## src/rtl/sub4_serial.sv

```systemverilog
// rtl/sub4_serial.sv - bit-serial subtractor Diff = A - B - Bin, LSB first, start/done handshake
// One bit per clock; Diff/Bout update only on the final bit so no partial result is visible.
module sub4_serial #(
  parameter int WIDTH = 4
) (
  input  logic             clk,
  input  logic             rst_n,
  input  logic             start,
  input  logic [WIDTH-1:0] A,
  input  logic [WIDTH-1:0] B,
  input  logic             Bin,
  output logic [WIDTH-1:0] Diff,
  output logic             Bout,
  output logic             busy,
  output logic             done
);

  localparam int CW = $clog2(WIDTH);

  typedef enum logic [1:0] {S_IDLE, S_SHIFT, S_DONE} state_t;

  state_t           r_state;
  state_t           w_state_next;
  logic [WIDTH-1:0] r_a;
  logic [WIDTH-1:0] r_b;
  logic [WIDTH-1:0] r_res;
  logic [CW-1:0]    r_cnt;
  logic             r_br;
  logic             w_d;
  logic             w_br_next;
  logic             w_last;

  assign w_d       = r_a[0] ^ r_b[0] ^ r_br;
  assign w_br_next = (~r_a[0] & r_b[0]) | (~(r_a[0] ^ r_b[0]) & r_br);
  assign w_last    = (r_cnt == CW'(WIDTH - 1));

  assign busy = (r_state == S_SHIFT);
  assign done = (r_state == S_DONE);

  always_ff @(posedge clk or negedge rst_n) begin
    if (!rst_n) r_state <= S_IDLE;
    else        r_state <= w_state_next;
  end

  always_comb begin
    w_state_next = r_state;
    case (r_state)
      S_IDLE:  if (start) w_state_next = S_SHIFT;
      S_SHIFT: if (w_last) w_state_next = S_DONE;
      S_DONE:  w_state_next = S_IDLE;
      default: w_state_next = S_IDLE;
    endcase
  end

  // Operands shift right so bit i is always at position 0; result fills from the MSB end.
  always_ff @(posedge clk or negedge rst_n) begin
    if (!rst_n) begin
      r_a   <= '0;
      r_b   <= '0;
      r_res <= '0;
      r_cnt <= '0;
      r_br  <= 1'b0;
      Diff  <= '0;
      Bout  <= 1'b0;
    end else begin
      case (r_state)
        S_IDLE: begin
          if (start) begin
            r_a   <= A;
            r_b   <= B;
            r_br  <= Bin;
            r_cnt <= '0;
            r_res <= '0;
          end
        end
        S_SHIFT: begin
          r_a   <= r_a >> 1;
          r_b   <= r_b >> 1;
          r_br  <= w_br_next;
          r_res <= {w_d, r_res[WIDTH-1:1]};
          r_cnt <= r_cnt + CW'(1);
          if (w_last) begin
            Diff <= {w_d, r_res[WIDTH-1:1]};
            Bout <= w_br_next;
          end
        end
        default: ;
      endcase
    end
  end

endmodule

```

## config.mk

```make
export PLATFORM = sky130hd
export DESIGN_NAME = sub4_serial
export DESIGN_NICKNAME = d
export VERILOG_FILES = /design/src/rtl/sub4_serial.sv
export SDC_FILE = /design/constraint.sdc
export NUM_CORES = 1
export LEC_CHECK = 0
export BUFFER_PORTS_ARGS = -buffer_cell sky130_fd_sc_hd__buf_2
export CORE_MARGIN = 5
export CORE_UTILIZATION = 40
export DETAILED_ROUTE_END_ITERATION = 8
export GPL_ROUTABILITY_DRIVEN = 0
export GPL_TIMING_DRIVEN = 1
export PLACE_DENSITY = 0.69
export SLEW_MARGIN = 10
export SYNTH_ARGS = -nofsm -noshare
export SYNTH_HDL_FRONTEND = slang
export SYNTH_SLANG_ARGS = --single-unit
```

## constraint.sdc

```tcl
create_clock -name clk -period 1.6 [get_ports clk]
set_clock_uncertainty 0.1 [all_clocks]
set_input_delay 0.16 -clock clk [delete_from_list [all_inputs] [get_ports clk]]
set_output_delay 0.16 -clock clk [all_outputs]
set_load 0.02 [all_outputs]
```

* Yosys cells after proc, flatten, opt, wreduce, memory -nomap -nowiden
Index checks and enable logic that the tools add are counted.
Storage, ports and cells: flip-flop bits (word level) 22, bits of input ports 12, output and inout bits 7, word-level logic and storage cells 39
Cells by class: $add $sub $neg 1, eq/ne operators 5, multiplexer cells 13, bitwise logic cells 7, reduce and logical (&&, ||, !) cells 5
Operators with widths (number):
- $pmux 4 s2 | 3
- $mux 4 | 3
- $pmux 2 s2 | 2
- $mux 2 | 3
- $reduce_and 2->1 | 3
- $eq 2x2->1 const B | 2
- $add 2x1->2 const B | 1
- $and 1x1->1 | 2
- $eq 2x1->1 const B | 1
- $logic_not 2->1 | 1
- $ne 2x1->1 const B | 1
- $ne 2x2->1 const B | 1
- $not 1->1 | 2
- $pmux 1 s2 | 1
- $reduce_bool 2->1 | 1
- $xor 1x1->1 | 2
- $mux 1 | 1
- $or 1x1->1 | 1

* Depth between registers and ports, before layout
depth in word-level cells 5, mapped depth 5, depth with buffers taken out 4

* Least setup slack after synthesis
OpenSTA, ideal clock, no wires.
path kind reg2reg, start point register r_a[0], end point register Diff[3], library setup time 0.125 ns, data arrival time 1.139 ns, required time 1.375 ns, path slack 0.236 ns, cell stages (with the launch flop) 3, buffers on the path 0, period minus slack after synthesis 1.364 ns, path through dfrtp_1 fa_1 mux2_4
Between the ends: cells in the longest elaborated chain, start to end 2
RTL lines:
- start: declaration | RTL line 24 | logic [WIDTH-1:0] r_a;
- start signal: assignment | RTL line 77 | r_a <= r_a >> 1;
- $xor 1x1->1 (2 in a row) | RTL line 33 | assign w_d = r_a[0] ^ r_b[0] ^ r_br;
- named net w_d | RTL line 29 | logic w_d;
- end signal: assignment | RTL line 83 | Diff <= {w_d, r_res[WIDTH-1:1]};
- end: declaration | RTL line 12 | output logic [WIDTH-1:0] Diff,
The timed path passes the listed nets, and every way through them passes these cells. A chain may end at the register's enable or synchronous reset.

* Worst setup path in the final report
start point register r_state[1], end point output port busy
Between the ends: cells in the longest elaborated chain, start to end 1
RTL lines:
- start: declaration | RTL line 22 | state_t r_state;
- start signal: assignment | RTL line 42 | else r_state <= w_state_next;
- $eq 2x1->1 | RTL line 37 | assign busy = (r_state == S_SHIFT);
- end: declaration | RTL line 14 | output logic busy,
No other way between the ends.

==> qor.yml <==
layout:
  final-seq-area_sq_um: 528.0
  mostFrequentLayoutCells: "dfrtp_1 (19), buf_2 (17), o22ai_1 (10), inv_1 (7), a21oi_1 (7)"
  area_delta_synth_final_pct: 18.75
  drive_above_1_share: 0.3558
  final_cell_area_sq_um: 1141
  layout_commonest_cell: "dfrtp_1"
  fillers: 214
  multi_input_area_sq_um: 372.9
  diodes: 0
  nets: 119
yosys:
  synth_area_leaders: "dfrtp_1 (55%), o22ai_1 (6.5%), mux2_4 (6.3%)"
  postSynthAreaPerCell_sq_um: 12.16
  synth_area_sq_um: 960.9
  synth_top_area_frac: 0.5469
  synth_async_sr_flop_share: 1.000
  ys_ff_latch: 21
  yosys.area.top_type: "dfrtp_1"
  syn-num-nets: 93
  yosys_warnings: 0
  ys_types: 23
  ys.flop_type: "dfrtp_1"
  ys_seq_area_frac: 0.5469
  synthCells: 79
  synth-edff-count: 0
clock_tree:
  cts_sinks: 21
  numCtsBuffers: 3
  clk_latency_ps: 320
  path_clk_slew_ps: 120
  clk_path_buf_depth: 2
  cts_root_buffer: "clkbuf_4"
  cts_tree: "done"
  h-tree-depth: 1
critical_path:
  slowest_delay_ps: 420
  worst_ep_required_time_ps: 1340
  crit_path_end: "busy"
  worst_setup_path_end_kind: "primary output"
  reg2regPathDepth: 4
  critPathKind: "reg -> out"
  r2r-end: "r_a[2]$_DFFE_PN0P_"
  crit_cells: 3
  cp-start-kind: "flop"
  path_cells: "or2b_4 > inv_4 > buf_4"
  crit_fanout: 7
  critPathArrivalTime_ps: 1280
  r2r-start: "r_state[1]$_DFFE_PN0P_"
  crit_family: "flip-flops"
  r2r_slack_ps: 120
  worst_path_max_delay_cell: "dfrtp_2"
  crit_start: "r_state[1]$_DFFE_PN0P_"
  cp_num_buf_inv: 2
power:
  pwr_density_cell_nw_per_um2: 2055
  p_leak_nw: 0.5714
  irDropWorstVdd_mv: 0.7748
timing:
  finalSetupViolCount: 0
  final-hold-violation-count: 0
  rsz0062_at_grt: "no"
  layout_setup_ws_ps: 62.63
  tns_ps: 0
  drv_slew: 0
  max_slew_margin: 0.6859
  min_period_ps: 1537
  min_period_over_period: 0.9609
  tightestPinTransition_ps: 471.1
  max_freq_ghz: 0.6505
placed_design:
  numPortBuffers: 18
  placed_cell_area_sq_um: 1064
  hpwl_um: 1376
  pre_cts_ws_ps: 197.0
min_path:
  hold_path.class: "in -> reg"
  hold_start: "B[0]"
route:
  firstDrtPassIters: 4
  drc: 0
  drt_iter0_markers: 9
  num_vias: 709
  wl_per_cell_um: 14.77
  viasPerCell: 5.371
  drtAntennaViolNets: 0
  wirelength_um: 1950
floorplan:
  core_sq_um: 2255
  die_area_sq_um: 3483
  die_h_um: 59.02
  initial_utilization: 0.4262
  die_width_um: 59.02
  io_pins: 19
  num_rows: 17
job:
  drv_cap: 0
grt:
  grt_max_degree: 22
  grt_pass1_vias: 706
  grt_pass1_wl_um: 3270
  grt_usage: 0.1256
  overflow: 0
  antenna_found_initial: 0
status:
  status: "complete, no violations"
-- registers in the layout, summed over array words and instances (netlist names) --
signal,count
Bout,1
Diff,4
r_a,4
r_b,4
r_br,1
r_cnt,2
r_res,3
r_state,2
-- worst reg2reg max path, delay by kind of cell, from the launching register on --
| family | cells | cell delay (ps) |
|---|---|---|
| flip-flops | 1 | 420 |
| AND/OR/NAND/NOR | 1 | 310 |
| buffers and inverters | 1 | 160 |
| AO/OA/AOI/OAI | 2 | 380 |
-- cell families (layout without fill, tap and decap cells) --
family	Yosys count	after routing	share of synthesized area
compound gates	30	30	0.2161
flops	21	21	0.5469
simple gates	11	11	0.07552
buf+inv	11	36	0.06511
mux	4	4	0.06250
fa+ha+maj	2	2	0.03385
-- where the power goes --
group / leakage (nW) / internal, mW / total (mW) / switching, mW
Sequential: 0.256 / 0.778 / 0.934 / 0.156
Clock: 0.0177 / 0.0937 / 0.273 / 0.179
Combinational: 0.297 / 0.537 / 1.14 / 0.601
-- layout make-up --
cell class | instances | share of cell area
inverter | 8 | 0.02851
multi-input combinational | 47 | 0.3268
clock buffer | 3 | 0.01974
tap | 28 | 0.03070
clock inverter | 1 | 0.004386
timing repair buffer | 24 | 0.1272
sequential | 21 | 0.4627
-- worst min-delay path by stage --
stage / cells past startpoint / to / slack (ps)
5_1_grt: 3 / r_b[0]$_DFFE_PN0P_ / 40
2_1_floorplan: 0 / Bout$_DFFE_PN0P_ / -240
4_1_cts: 3 / r_a[0]$_DFFE_PN0P_ / 40
6_report: 3 / r_b[0]$_DFFE_PN0P_ / 40
3_5_place_dp: 1 / r_b[3]$_DFFE_PN0P_ / 50
3_3_place_gp: 1 / r_b[3]$_DFFE_PN0P_ / 40
-- synthesized netlist by cell type (all sizes together) (2+ instances only) --
cell type  number
mux2            4
a21oi           7
nand2           4
nor2            2
inv             8
o21ai           4
o31ai           2
buf             3
dfrtp          21
a22o            4
o22ai          10
nand2b          2
-- metal layers --
layer,global-route usage,part of all wire,vias up
met3,0.02832,0.038,3
met5,0,0,-
met4,0.05825,0.019,0
li1,-,-,342
met2,0.1987,0.49,14
met1,0.1626,0.45,350
-- through the flow --
step	util	cells	hold slack [ps]	power [mW]
2_1_floorplan	-	79	-235.6	1.774
3_3_place_gp	0.4717	123	39.57	1.996
3_5_place_dp	0.4717	123	45.47	2.040
4_1_cts	0.5050	132	35.59	2.352
5_1_grt	0.5061	132	43.03	2.537
6_report	0.5061	132	37.69	2.344
-- timing repair --
item | 4_1_cts | 5_1_grt
cloned | 0 | 0
buffers inserted | 2 | 0
endpoints found under the hold margin | 23 | 0
resized for setup | 2 | 1
setup endpoints to repair | 1 | 1
hold buffers | 3 | 0
(Power assumes the default switching activity.)
